<file path="src/rtl/booth_mult_unit_if.sv">
// Handshake and operand/result bundle between the ALU control and the Booth multiplier.
interface booth_mult_unit_if #(
  parameter int WIDTH = 32
);
  logic                   start;
  logic [WIDTH-1:0]       multiplicand;
  logic [WIDTH-1:0]       multiplier;
  logic [2*WIDTH-1:0]     product;
  logic                   busy;
  logic                   done;

  modport master (
    output start, multiplicand, multiplier,
    input  product, busy, done
  );

  modport slave (
    input  start, multiplicand, multiplier,
    output product, busy, done
  );
endinterface

</file>
<file path="src/rtl/booth_mult_unit.sv">
// Sequential radix-2 Booth signed multiplier: one Booth step per clock, WIDTH steps per multiply.
module booth_mult_unit #(
  parameter int WIDTH = 32
) (
  input  logic             Clk,
  input  logic             reset,
  booth_mult_unit_if.slave bus
);

  localparam int CW = $clog2(WIDTH + 1);

  typedef enum logic [1:0] {
    IDLE = 2'd0,
    RUN  = 2'd1,
    DONE = 2'd2
  } state_t;

  state_t             state_q, state_d;
  logic [WIDTH:0]     acc_q, acc_d;
  logic [WIDTH:0]     m_q, m_d;
  logic [WIDTH-1:0]   q_q, q_d;
  logic               qm1_q, qm1_d;
  logic [CW-1:0]      cnt_q, cnt_d;
  logic [2*WIDTH-1:0] prod_q, prod_d;

  logic [WIDTH:0]     sum_s;
  logic [WIDTH:0]     acc_sh_s;
  logic [WIDTH-1:0]   q_sh_s;

  always_ff @(posedge Clk or posedge reset) begin
    if (reset) begin
      state_q <= IDLE;
      acc_q   <= '0;
      m_q     <= '0;
      q_q     <= '0;
      qm1_q   <= 1'b0;
      cnt_q   <= '0;
      prod_q  <= '0;
    end else begin
      state_q <= state_d;
      acc_q   <= acc_d;
      m_q     <= m_d;
      q_q     <= q_d;
      qm1_q   <= qm1_d;
      cnt_q   <= cnt_d;
      prod_q  <= prod_d;
    end
  end

  // Booth recode of {Q[0], q_-1}, followed by the arithmetic shift of {acc, Q}
  always_comb begin
    sum_s = acc_q;
    case ({q_q[0], qm1_q})
      2'b01:   sum_s = acc_q + m_q;
      2'b10:   sum_s = acc_q - m_q;
      default: sum_s = acc_q;
    endcase
    acc_sh_s = {sum_s[WIDTH], sum_s[WIDTH:1]};
    q_sh_s   = {sum_s[0], q_q[WIDTH-1:1]};
  end

  always_comb begin
    state_d = state_q;
    acc_d   = acc_q;
    m_d     = m_q;
    q_d     = q_q;
    qm1_d   = qm1_q;
    cnt_d   = cnt_q;
    prod_d  = prod_q;
    case (state_q)
      IDLE: begin
        if (bus.start) begin
          m_d     = {bus.multiplicand[WIDTH-1], bus.multiplicand};
          q_d     = bus.multiplier;
          acc_d   = '0;
          qm1_d   = 1'b0;
          cnt_d   = CW'(WIDTH);
          state_d = RUN;
        end else begin
          state_d = IDLE;
        end
      end
      RUN: begin
        acc_d = acc_sh_s;
        q_d   = q_sh_s;
        qm1_d = q_q[0];
        cnt_d = cnt_q - CW'(1);
        // Last step: the low 2*WIDTH bits of the shifted {acc, Q} are the exact product
        if (cnt_q == CW'(1)) begin
          prod_d  = {acc_sh_s[WIDTH-1:0], q_sh_s};
          state_d = DONE;
        end else begin
          state_d = RUN;
        end
      end
      DONE: begin
        state_d = IDLE;
      end
      default: begin
        state_d = IDLE;
      end
    endcase
  end

  assign bus.product = prod_q;
  assign bus.busy    = (state_q != IDLE);
  assign bus.done    = (state_q == DONE);

endmodule

</file>
<file path="src/flat_wrapper.sv">
// flat-port wrapper written by rule: the top's interface ports become plain ports
module booth_mult_unit_flat 
#(
  parameter int WIDTH = 32
)
  (Clk, reset, bus_start, bus_multiplicand, bus_multiplier, bus_product, bus_busy, bus_done);
  booth_mult_unit_if #(.WIDTH(WIDTH)) bus_i ();
  input  logic Clk;
  input  logic reset;
  input wire logic [$bits(bus_i.start)-1:0] bus_start;
  input wire logic [$bits(bus_i.multiplicand)-1:0] bus_multiplicand;
  input wire logic [$bits(bus_i.multiplier)-1:0] bus_multiplier;
  output wire logic [$bits(bus_i.product)-1:0] bus_product;
  output wire logic [$bits(bus_i.busy)-1:0] bus_busy;
  output wire logic [$bits(bus_i.done)-1:0] bus_done;
  assign bus_i.start = bus_start;
  assign bus_i.multiplicand = bus_multiplicand;
  assign bus_i.multiplier = bus_multiplier;
  assign bus_product = bus_i.product;
  assign bus_busy = bus_i.busy;
  assign bus_done = bus_i.done;
  booth_mult_unit #(.WIDTH(WIDTH)) u_core (.Clk(Clk), .reset(reset), .bus(bus_i));
endmodule
</file>
<file path="config.mk">
export PLATFORM = sky130hd
export DESIGN_NAME = booth_mult_unit_flat
export DESIGN_NICKNAME = d
export VERILOG_FILES = /design/src/rtl/booth_mult_unit_if.sv /design/src/rtl/booth_mult_unit.sv /design/src/flat_wrapper.sv
export SDC_FILE = /design/constraint.sdc
export NUM_CORES = 1
export LEC_CHECK = 0
export CAP_MARGIN = 40
export CORE_UTILIZATION = 40
export CTS_CLUSTER_DIAMETER = 200
export DETAILED_ROUTE_END_ITERATION = 10
export GPL_TIMING_DRIVEN = 0
export PLACE_DENSITY = 0.59
export SYNTH_ARGS = -nofsm -noshare
export SYNTH_HDL_FRONTEND = slang
export SYNTH_SLANG_ARGS = --single-unit
</file>
<file path="constraint.sdc">
create_clock -name Clk -period 18.17 [get_ports Clk]
set_input_delay 3.634 -clock Clk [delete_from_list [all_inputs] [get_ports Clk]]
set_output_delay 3.634 -clock Clk [all_outputs]
set_load 0.01 [all_outputs]
</file>
* Yosys cells after proc, flatten, opt, wreduce, memory -nomap -nowiden
Cells that the tools add are included.
** Operators by class
- Add/subtract/negate cells :: 3
- Equal/unequal tests :: 6
- Multiplexer cells :: 12
- Reductions and logical operators :: 6
** Operators with widths (count)
- $pmux 33 s2 :: 2
- $pmux 32 s2 :: 1
- $add 33x33->33 :: 1
- $mux 33 :: 1
- $sub 33x33->33 :: 1
- $mux 32 :: 1
- $pmux 6 s2 :: 1
- $eq 6x1->1 const B :: 1
- $mux 6 :: 1
- $reduce_and 2->1 :: 3
- $sub 6x1->6 const B :: 1
- $eq 2x1->1 const B :: 2
- $eq 2x2->1 const B :: 2
- $pmux 2 s2 :: 1
- $reduce_bool 2->1 :: 2
- $logic_not 2->1 :: 1
- $mux 1 :: 2
- $mux 2 :: 1
- $ne 2x2->1 const B :: 1
- $pmux 1 s2 :: 1
** Storage, ports and cells
- Flip-flop bits (word level) :: 170
- Output and inout bits :: 66

* Logic depth before layout (Yosys ltp)
- Depth in word-level cells :: 3
- Gate-level depth with buffers :: 18
- Gate-level depth less buffers :: 17

* Least setup slack after synthesis
No wires, ideal clock.
- Path type :: input port to flip-flop
- Start point :: input bus_start
- End point :: register u_core.q_q[10]
- Library setup time :: 0.066 ns
- Arrival :: 4.591 ns
- Required time :: 18.104 ns
- Path slack :: 13.514 ns
- Stages :: 6
- Path through :: and2_1 > clkbuf_1 > nor2_1 > clkbuf_1 > nand2_1 > nand2_1
** On the way
- Cells in the longest elaborated chain, start to end :: 2
** RTL lines
- start, declared :: line flat_wrapper.sv:10 : input wire logic [$bits(bus_i.start)-1:0] bus_start;
- $ne 2x2->1 (no source line)
- $reduce_and 2->1 (no source line)
- end signal, assigned :: line booth_mult_unit.sv:43 : q_q <= q_d;
- end, declared :: line booth_mult_unit.sv:21 : logic [WIDTH-1:0] q_q, q_d;
No other way between the ends.
A chain may end at the register's enable or synchronous reset.

* Worst setup path in the final report
- Start point :: input bus_start
- End point :: register u_core.m_q[0]
** On the way
- Cells in the longest elaborated chain, start to end :: 1
** RTL lines
- $reduce_and 2->1 (no source line)
- end signal, assigned :: line booth_mult_unit.sv:42 : m_q <= m_d;
- end, declared :: line booth_mult_unit.sv:20 : logic [WIDTH:0] m_q, m_d;
No other way between the ends.

==> results.yml <==
floorplan:
  effective_utilization_at_floorplan_pct: 40.58
  die_width_um: 153.3
  num_io_pins: 133
  die-area_mm2: 0.02351
  floorplan.die.height_um: 153.3
  placeableCoreArea_mm2: 0.02257
  floorplan.rows: 55
routing:
  drt-total-wl_um: 26490
  drt_pass1_iterations: 5
  first_iter_violations: 512
  routed_wire_length_per_instance_um: 17.45
  drc: 0
  total_number_of_vias: 8107
  via_density: 5.341
  detail-route-antenna-nets: 0
logic_synthesis:
  synth.largest_area_cell: "dfrtp_1"
  ys_types: 62
  synthCells: 1067
  synth-seq-area-share_pct: 46.17
  synth_top_cell_area_share_pct: 46.17
  synth_enable_flop_cells: 0
  synth_area_leaders: "dfrtp_1 (46%), nand2_1 (13%), ha_1 (4.9%), xnor2_1 (4.0%), o21ai_0 (3.9%)"
  synth-async-reset-ratio_pct: 100.0
  syn_area_per_cell_um2: 8.585
  mappedNetlistArea_mm2: 0.009160
  synthesis.nets: 1171
  ys_warn_count: 0
  synth.ff_latch_count: 169
  synthFlopType: "dfrtp_1"
finish:
  layout.core_utilization_pct: 50.95
  fin_area_mm2: 0.01150
  mostFrequentLayoutCells: "nand2_1 (319), dfrtp_1 (169), clkdlybuf4s50_1 (132)"
  area.growth.synth_to_final_pct: 25.56
  layout_commonest_cell: "nand2_1"
  antenna_cells: 0
  fillCellCount: 2217
  net_count_reported_at_finish: 1324
  share_of_layout_cells_above_drive_strength_1_pct: 4.623
worst_setup_path:
  cp_data_required_time_ns: 18.47
  critical_path_end: "u_core.m_q[0]"
  start_kind: "input pin"
  worst-r2r-cell-count: 16
  reg2reg_setup_slack_ns: 13.34
  crit_path_start: "bus_start"
  cp.arrival_ns: 5.53
  reg2reg_from: "u_core.qm1_q"
  crit_type: "input pin to flop"
  end_of_the_worst_register_to_register_path: "u_core.bus.product[45]"
  end_kind: "flop"
  cp_max_fo: 10
grt:
  grt_pass1_wl_um: 43150
  global_route.usage.total_pct: 23.66
  first_global_vias: 7954
  grt_start_max_net_pins: 98
  grt_overflow_total: 0
  antenna_violations_before_repair: 0
clock_network:
  worst_skew_pair_latency_ns: 0.45
  post_cts_hold_buffer_count: 0
  clock_path_buffers: 2
  cts-htree-levels: 4
  cts.root.buffer_cell: "clkbuf_16"
  post_cts_resized: 0
  cts.repair_timing.setup_buffer_count: 0
  cts_num_sinks: 169
  cts_buffers: 17
  cts_tree: "done"
  cts.clk_slew.worst_paths_ns: 0.08
flow_run:
  max_cap_viol_count: 0
sta:
  final.period_utilization_pct: 28.75
  slew-limit-headroom_pct: 40.93
  setup_ws_ns: 12.95
  fmax_mhz: 191.4
  fin_worst_skew_ns: 0.01386
  drv_slew: 0
  setup_viol: 0
  rsz0062_at_grt: "no"
  period_needed_ns: 5.225
  hold_violations: 0
  worst-slew-pin-transition_ns: 0.8860
  timing.setup.tns_ns: 0
worst_hold_path:
  hold_path.startpoint: "u_core.bus.product[49]"
  worst_hold_path_type: "flop to flop"
place:
  io_port_bufs: 132
  worst_setup_slack_before_clock_tree_synthesis_ns: 12.42
  placement.cell_area_mm2: 0.01088
  gp_congestion: 0.8945
  detailed_place_hpwl_um: 19450
run_status:
  outcome: "completed"
[stage by stage]
step           std cells  hold slack (ns)
2_1_floorplan       1067           0.4496
3_3_place_gp        1484           0.4598
3_5_place_dp        1486           0.4618
4_1_cts             1518           0.4870
5_1_grt             1518           0.5062
6_report            1518           0.4808
[critical path, stage by stage]
cell and delay [ns]:
clkdlybuf4s50_1 0.47, and2_1 0.12, clkbuf_1 0.49, clkbuf_1 0.65, o21ai_0 0.17
[registers in the layout, summed over array words and instances, names as in the netlist]
register / flops
u_core.m_q: 32
u_core.bus.product: 64
u_core.qm1_q: 1
u_core.acc_q: 32
u_core.cnt_q: 6
u_core.q_q: 32
u_core.state_q: 2
[Yosys cell counts, types with 2 or more instances]
library cell and instances:
nor2_1 58, o31ai_1 4, nand2_1 319, nor3_1 15, o21bai_1 3, and2_1 4
nor3b_1 2, xnor2_1 42, nand2b_1 8, o21a_1 12, and3_1 5, clkbuf_1 42
buf_1 9, and4_1 2, o211ai_1 2, nor4_1 4, o21ai_1 12, nand3b_1 2
nor2b_1 6, nand4_1 6, a21o_1 12, xor2_1 11, ha_1 36, dfrtp_1 169
mux2_2 3, a21oi_1 59, inv_1 18, a31oi_1 12, mux2i_1 13, o41ai_1 4
buf_2 4, or3_1 3, o21ai_0 72, nand3_1 34, a211oi_1 3, a22oi_1 31
[worst min-delay path by stage]
stage,endpoint,cells after the start
2_1_floorplan,u_core.cnt_q[4],1
3_3_place_gp,u_core.bus.product[30],2
3_5_place_dp,u_core.bus.product[28],2
4_1_cts,u_core.bus.product[7],2
5_1_grt,u_core.bus.product[49],2
6_report,u_core.bus.product[49],2
[logic make-up (layout without fill, tap and decap cells)]
| group | count (synthesis) | in the layout | synth area share (%) |
|---|---|---|---|
| adder cells (fa/ha/maj) | 37 | 37 | 5.136 |
| AND/OR/NAND/NOR | 476 | 476 | 22.11 |
| XOR/XNOR | 53 | 53 | 5.068 |
| flip-flops | 169 | 169 | 46.17 |
| AO/OA/AOI/OAI | 241 | 241 | 16.39 |
| buffers and inverters | 74 | 240 | 3.087 |
| multiplexers | 17 | 17 | 2.035 |
[final cells by class]
class,instances,area [um^2],share of cell area (%)
buffer,55,211.5,1.839
tap,285,356.6,3.101
timing repair buffer,134,1360,11.83
inverter,19,78.83,0.6854
sequential,169,4229,36.77
clock inverter,15,191.4,1.664
multi-input combinational,824,4648,40.42
clock buffer,17,425.4,3.699
[layer usage]
metal	share of wire (%)	track usage (%)
met3	5.6	4.395
met5	0	0
met2	45	36.75
met1	47	33.11
met4	2.4	7.937
Power is left out: the tool's default activity adds up to more than one toggle a clock period on the data nets, which glitch-free logic cannot reach.
==> RTL edit 1 (same settings) <==
Encoding of `state_t`: now one-hot (3 bits for 3 states).
--- a/src/rtl/booth_mult_unit.sv
+++ b/src/rtl/booth_mult_unit.sv
@@ -10,8 +10,8 @@
   localparam int CW = $clog2(WIDTH + 1);
 
-  typedef enum logic [1:0] {
-    IDLE = 2'd0,
-    RUN  = 2'd1,
-    DONE = 2'd2
+  typedef enum logic [2:0] {
+    IDLE = 3'b001,
+    RUN  = 3'b010,
+    DONE = 3'b100
   } state_t;
 
Formal check against the unedited RTL: no difference found for any inputs over 10 cycles, from zero or initial values and one cycle with reset high; not proved beyond that.
==> RTL edit 1 against the unedited design <==
- design area hardly changed
- sequential cell count up 1
- global-route usage decreased by 0.99 points
- register-to-register slack better by 0.06 ns
- setup slack worse by 0.29 ns
- synthesized area increased by 0.41%
- synthesized cell count rose by 2.2%
- final cell count up 1.4%
- wire length is 3.5% lower
- clock skew is 0.0031 ns higher
==> RTL edit 1: results (changes against the unedited design) <==
Critical path
  • Reg-to-Reg Start: u_core.m_q[2]$_DFFE_PP0P_ (was u_core.qm1_q$_DFFE_PP0P_)
  • Critical path arrival: 1.88 ns (was 5.53 ns)
  • Crit path largest cell delay: 0.54 ns (was 0.65 ns)

Synthesis
  • Seq/Total Area, Yosys: 46.3% (was 46.2%)
  • Ranking of synthesized cells by area: dfrtp_1 46%, nand2_1 14%, ha_1 4.9% (was dfrtp_1 46%, nand2_1 13%, ha_1 4.9%)
  • FF+latch count, synth: 170 (was 169)
  • Count of different cell masters after synthesis: 61 (was 62)
  • Post-Syn Nets: 1194 (was 1171)
  • Commonest cells post-synth: 331 x nand2_1, 169 x dfrtp_1, 76 x o21ai_0 (was 319 x nand2_1, 169 x dfrtp_1, 72 x o21ai_0)

Finish
  • ClkCell Share: 5.22% (was 5.36%)
  • #MultiIn Comb: 840 (was 824)
  • Layout non-clock buf frac: 13.7% (about the same)
  • Invs w/o clock: 22 (was 19)
  • Fillers: 2230 (was 2217)
  • Util after Layout: 51.0% (about the same)
  • Bufs w/o clock: 191 (was 189)
  • Proportion of layout cells with a drive suffix above 1: 3.98% (was 4.62%)

Place
  • Worst slack, placed: 12.61 ns (was 12.42 ns)
  • Placed Cells: 1508 (was 1486)
  • Cell Area, Placed: 10900 um^2 (about the same)
  • Detailed-placement wirelength estimate: 19000 um (was 19500 um)
  • Routability cong.: 0.922 (was 0.895)

Drt
  • Vias per cell: 5.27 (was 5.34)
  • Via Count: 8116 (was 8107)
  • DR iter-0 viols: 501 (was 512)
  • Total Wirelength: 25600 um (was 26500 um)

STA
  • Clk_skew: 0.0170 ns (was 0.0139 ns)
  • Slew @ Worst Pin: 0.873 ns (was 0.886 ns)

Global route
  • First-pass GRT wire length: 41600 um (was 43100 um)

Run status
  • Run status: finished clean (unchanged)
RTL edit 1: cell count changes in the layout (fill, tap and decap cells not counted), moves of 4 or more:
cell     delta
o21ai_1     -7
or3_1       +4
nor3_1      +9
a21o_1      -4
nand2_1    +12
a21oi_1     +8
nor3b_1     +4
o21a_1      -6
a31oi_1     -7
and3_1      -4
o21ai_0     +4
nor2_1      +4
RTL edit 1: worst paths after layout:
kind                                                      endpoint  slack (ns)  cells after the start
worst min-delay path            u_core.bus.product[28]$_DFFE_PP0P_        0.48                      2
worst max-delay path                                      bus_busy       12.65                      3
worst min register to register  u_core.bus.product[28]$_DFFE_PP0P_        0.48                      2
min in group asynchronous       u_core.bus.product[21]$_DFFE_PP0P_        3.62                      2
worst max register to register  u_core.bus.product[61]$_DFFE_PP0P_       13.40                     18
max in group asynchronous              u_core.acc_q[9]$_DFFE_PP0P_       13.67                      3
RTL edit 1: logic make-up (layout without fill, tap and decap cells):
family                     Yosys count  count (layout)  synth area share, %
AOI/OAI and AO/OA                  241             241                 16.1
xor gates and xnor gates            55              55                 5.24
adders and majority gates           37              37                 5.11
buffers and inverters               80             245                 3.33
DFF                                170             170                 46.3
muxes                               15              15                 1.66
and+or+nand+nor                    492             492                 22.3
RTL edit 1: where the power goes:
| group | leakage, nW | internal, mW | switching [mW] |
|---|---|---|---|
| clock network | 0.294 | 0.186 | 0.184 |
| registers | 2.19 | 0.490 | 0.106 |
| logic | 2.82 | 0.451 | 0.739 |
RTL edit 1: layer usage:
metal,global-route usage (%),part of all wire (%),vias up
met1,33.5,50,3850
li1,-,-,4031
met4,7.71,2.0,0
met5,0,0,-
met2,33.9,44,207
met3,3.27,4.6,28
==> RTL edit 2 (config.mk and constraints unchanged) <==
Without the edit above. `WIDTH` is set to 32 in 3 places; all go to 16.
--- a/src/rtl/booth_mult_unit_if.sv
+++ b/src/rtl/booth_mult_unit_if.sv
@@ -1,5 +1,5 @@
 // Handshake and operand/result bundle between the ALU control and the Booth multiplier.
 interface booth_mult_unit_if #(
-  parameter int WIDTH = 32
+  parameter int WIDTH = 16
 );
   logic                   start;
--- a/src/rtl/booth_mult_unit.sv
+++ b/src/rtl/booth_mult_unit.sv
@@ -1,5 +1,5 @@
 // Sequential radix-2 Booth signed multiplier: one Booth step per clock, WIDTH steps per multiply.
 module booth_mult_unit #(
-  parameter int WIDTH = 32
+  parameter int WIDTH = 16
 ) (
   input  logic             Clk,
--- a/src/flat_wrapper.sv
+++ b/src/flat_wrapper.sv
@@ -2,5 +2,5 @@
 module booth_mult_unit_flat 
 #(
-  parameter int WIDTH = 32
+  parameter int WIDTH = 16
 )
   (Clk, reset, bus_start, bus_multiplicand, bus_multiplier, bus_product, bus_busy, bus_done);
Interface: changed (resized bus_multiplicand, bus_multiplier and bus_product); port bits go from 133 to 69. The function was not compared with the original's and may differ.
==> RTL edit 2 against the unedited design <==
- synthesized cell count down 49%
- register-to-register slack improved by 0.73 ns
- first-iteration DRC count fell by 55%
- setup slack worse by 0.0078 ns
- via count shrank 50%
- wire length decreased by 56%
- sequential share of layout area rose by 0.56 points
- design area shrank 49%
- synthesized area is 49% lower
- sequential cell count fell by 81
- utilization rose by 0.71 points
==> RTL edit 2: results (changes against the unedited design) <==
Run status
  • Run status: finished clean (unchanged)

Place
  • Placed Cells: 751 (was 1486)
  • Routability cong.: 0.830 (was 0.895)
  • Port bufs: 68 (was 132)
  • Detailed-placement wirelength estimate: 8750 um (was 19500 um)
  • Cell Area, Placed: 5590 um^2 (was 10900 um^2)
  • Worst slack, placed: 12.54 ns (was 12.42 ns)

Drt
  • DRT Pass-1 Iters: 4 (was 5)
  • DR iter-0 viols: 231 (was 512)
  • Top Metal Used: met4 (unchanged)
  • Vias per cell: 5.30 (was 5.34)
  • Met1 wire length: 5570 um (was 12400 um)
  • Met2 wire length: 5540 um (was 12000 um)
  • Routed len/inst: 15.2 um (was 17.5 um)
  • Metal3 WL: 374 um (was 1490 um)

Synthesis
  • Ys async rst share: 100% (unchanged)
  • Ranking of synthesized cells by area: dfrtp_1 47%, nand2_1 12%, ha_1 5.3% (was dfrtp_1 46%, nand2_1 13%, ha_1 4.9%)
  • Top_reg_cell synth: dfrtp_1 (unchanged)
  • Seq/Total Area, Yosys: 46.9% (was 46.2%)
  • Post-Syn Nets: 595 (was 1171)
  • Commonest cells post-synth: 145 x nand2_1, 88 x dfrtp_1, 40 x o21ai_1 (was 319 x nand2_1, 169 x dfrtp_1, 72 x o21ai_0)
  • Count of different cell masters after synthesis: 51 (was 62)
  • Syn Area/Cell: 8.71 um^2 (was 8.58 um^2)

Global route
  • M3 GR Usage: 4.06% (was 4.39%)
  • First-pass GRT wire length: 19200 um (was 43100 um)
  • Gr usage total: 21.0% (was 23.7%)
  • M1 GR Usage: 28.4% (was 33.1%)
  • Largest net degree at the start of global routing: 68 (was 98)
  • GRT met2 Usage: 33.7% (was 36.7%)
  • Vias in the first global route: 3947 (was 7954)
  • Initial antenna violation count: 0 (unchanged)

Clock network
  • CTS buffer count: 9 (was 17)
  • CTS clk-pin slew, worst paths: 0.07 ns
  • Postcts setup bufs: 0 (unchanged)
  • Worst-Skew Late Latency: 0.35 ns (was 0.45 ns)
  • Max Root-Sink Buffers: 2 (unchanged)
  • Root Buffer: clkbuf_16 (unchanged)
  • H-tree levels: 3 (was 4)

Pwr
  • Final Power: 1.45 mW
  • Share of total power in the clock network: 13.7%
  • Switching part of the total: 44.8%
  • Logic pwr share: 60.3%
  • Worst VDD drop: 114 uV
  • P_leak: 2.67 nW

STA
  • Max Slew Vio Count: 0 (unchanged)
  • Clk_skew: 0.00768 ns (was 0.0139 ns)
  • Slew @ Worst Pin: 0.792 ns (was 0.886 ns)

Finish
  • Layout Nets: 675 (was 1324)
  • Fillers: 1123 (was 2217)
  • Proportion of layout cells with a drive suffix above 1: 4.81% (was 4.62%)
  • Non-Filler Instances: 767 (was 1518)
  • Diode count: 0 (unchanged)
  • Max reg flops: 32 (was 64)

Critical path
  • Crit path largest cell delay: 0.52 ns (was 0.65 ns)

Worst hold path
  • Worst hold path type: flop to flop (unchanged)
## RTL edit 2: changes by cell type after synthesis, sizes merged, moves of 17 or more
cell	unedited run	this run
a21oi	59	33
dfrtp	169	88
nand2	319	146
nor2	58	29
o21ai	85	46
xnor2	42	25
## RTL edit 2: cells by family after synthesis
family	share of synthesized area, %
AND/OR/NAND/NOR	20.7
AO/OA/AOI/OAI	16.5
flip-flops	46.9
buffers and inverters	3.92
XOR/XNOR	5.04
adder cells (fa/ha/maj)	5.76
multiplexers	1.17
## RTL edit 2: area by class of cell
cell class	count	area, um^2	area share (%)
Multi-Input combinational cell	403	2310	39.2
Sequential cell	88	2200	37.3
Timing Repair Buffer	69	708	12.0
Clock buffer	11	253	4.28
Tap cell	143	179	3.03
Buffer	28	109	1.85
Inverter	20	77.6	1.31
Clock inverter	5	61.3	1.04
## RTL edit 2: path summary, 6_finish.rpt
| path | slack [ns] | start | cells past startpoint | endpoint |
|---|---|---|---|---|
| setup / recovery | 12.94 | bus_start | 7 | u_core.m_q[6]$_DFFE_PP0P_ |
| max in group asynchronous | 13.95 | reset | 3 | u_core.bus.product[31]$_DFFE_PP0P_ |
| setup reg to reg | 14.07 | u_core.m_q[2]$_DFFE_PP0P_ | 14 | u_core.acc_q[15]$_DFFE_PP0P_ |
| min in group asynchronous | 3.60 | reset | 2 | u_core.m_q[1]$_DFFE_PP0P_ |
| hold / removal | 0.47 | u_core.bus.product[6]$_DFFE_PP0P_ | 2 | u_core.bus.product[6]$_DFFE_PP0P_ |
| hold reg to reg | 0.47 | u_core.bus.product[6]$_DFFE_PP0P_ | 2 | u_core.bus.product[6]$_DFFE_PP0P_ |
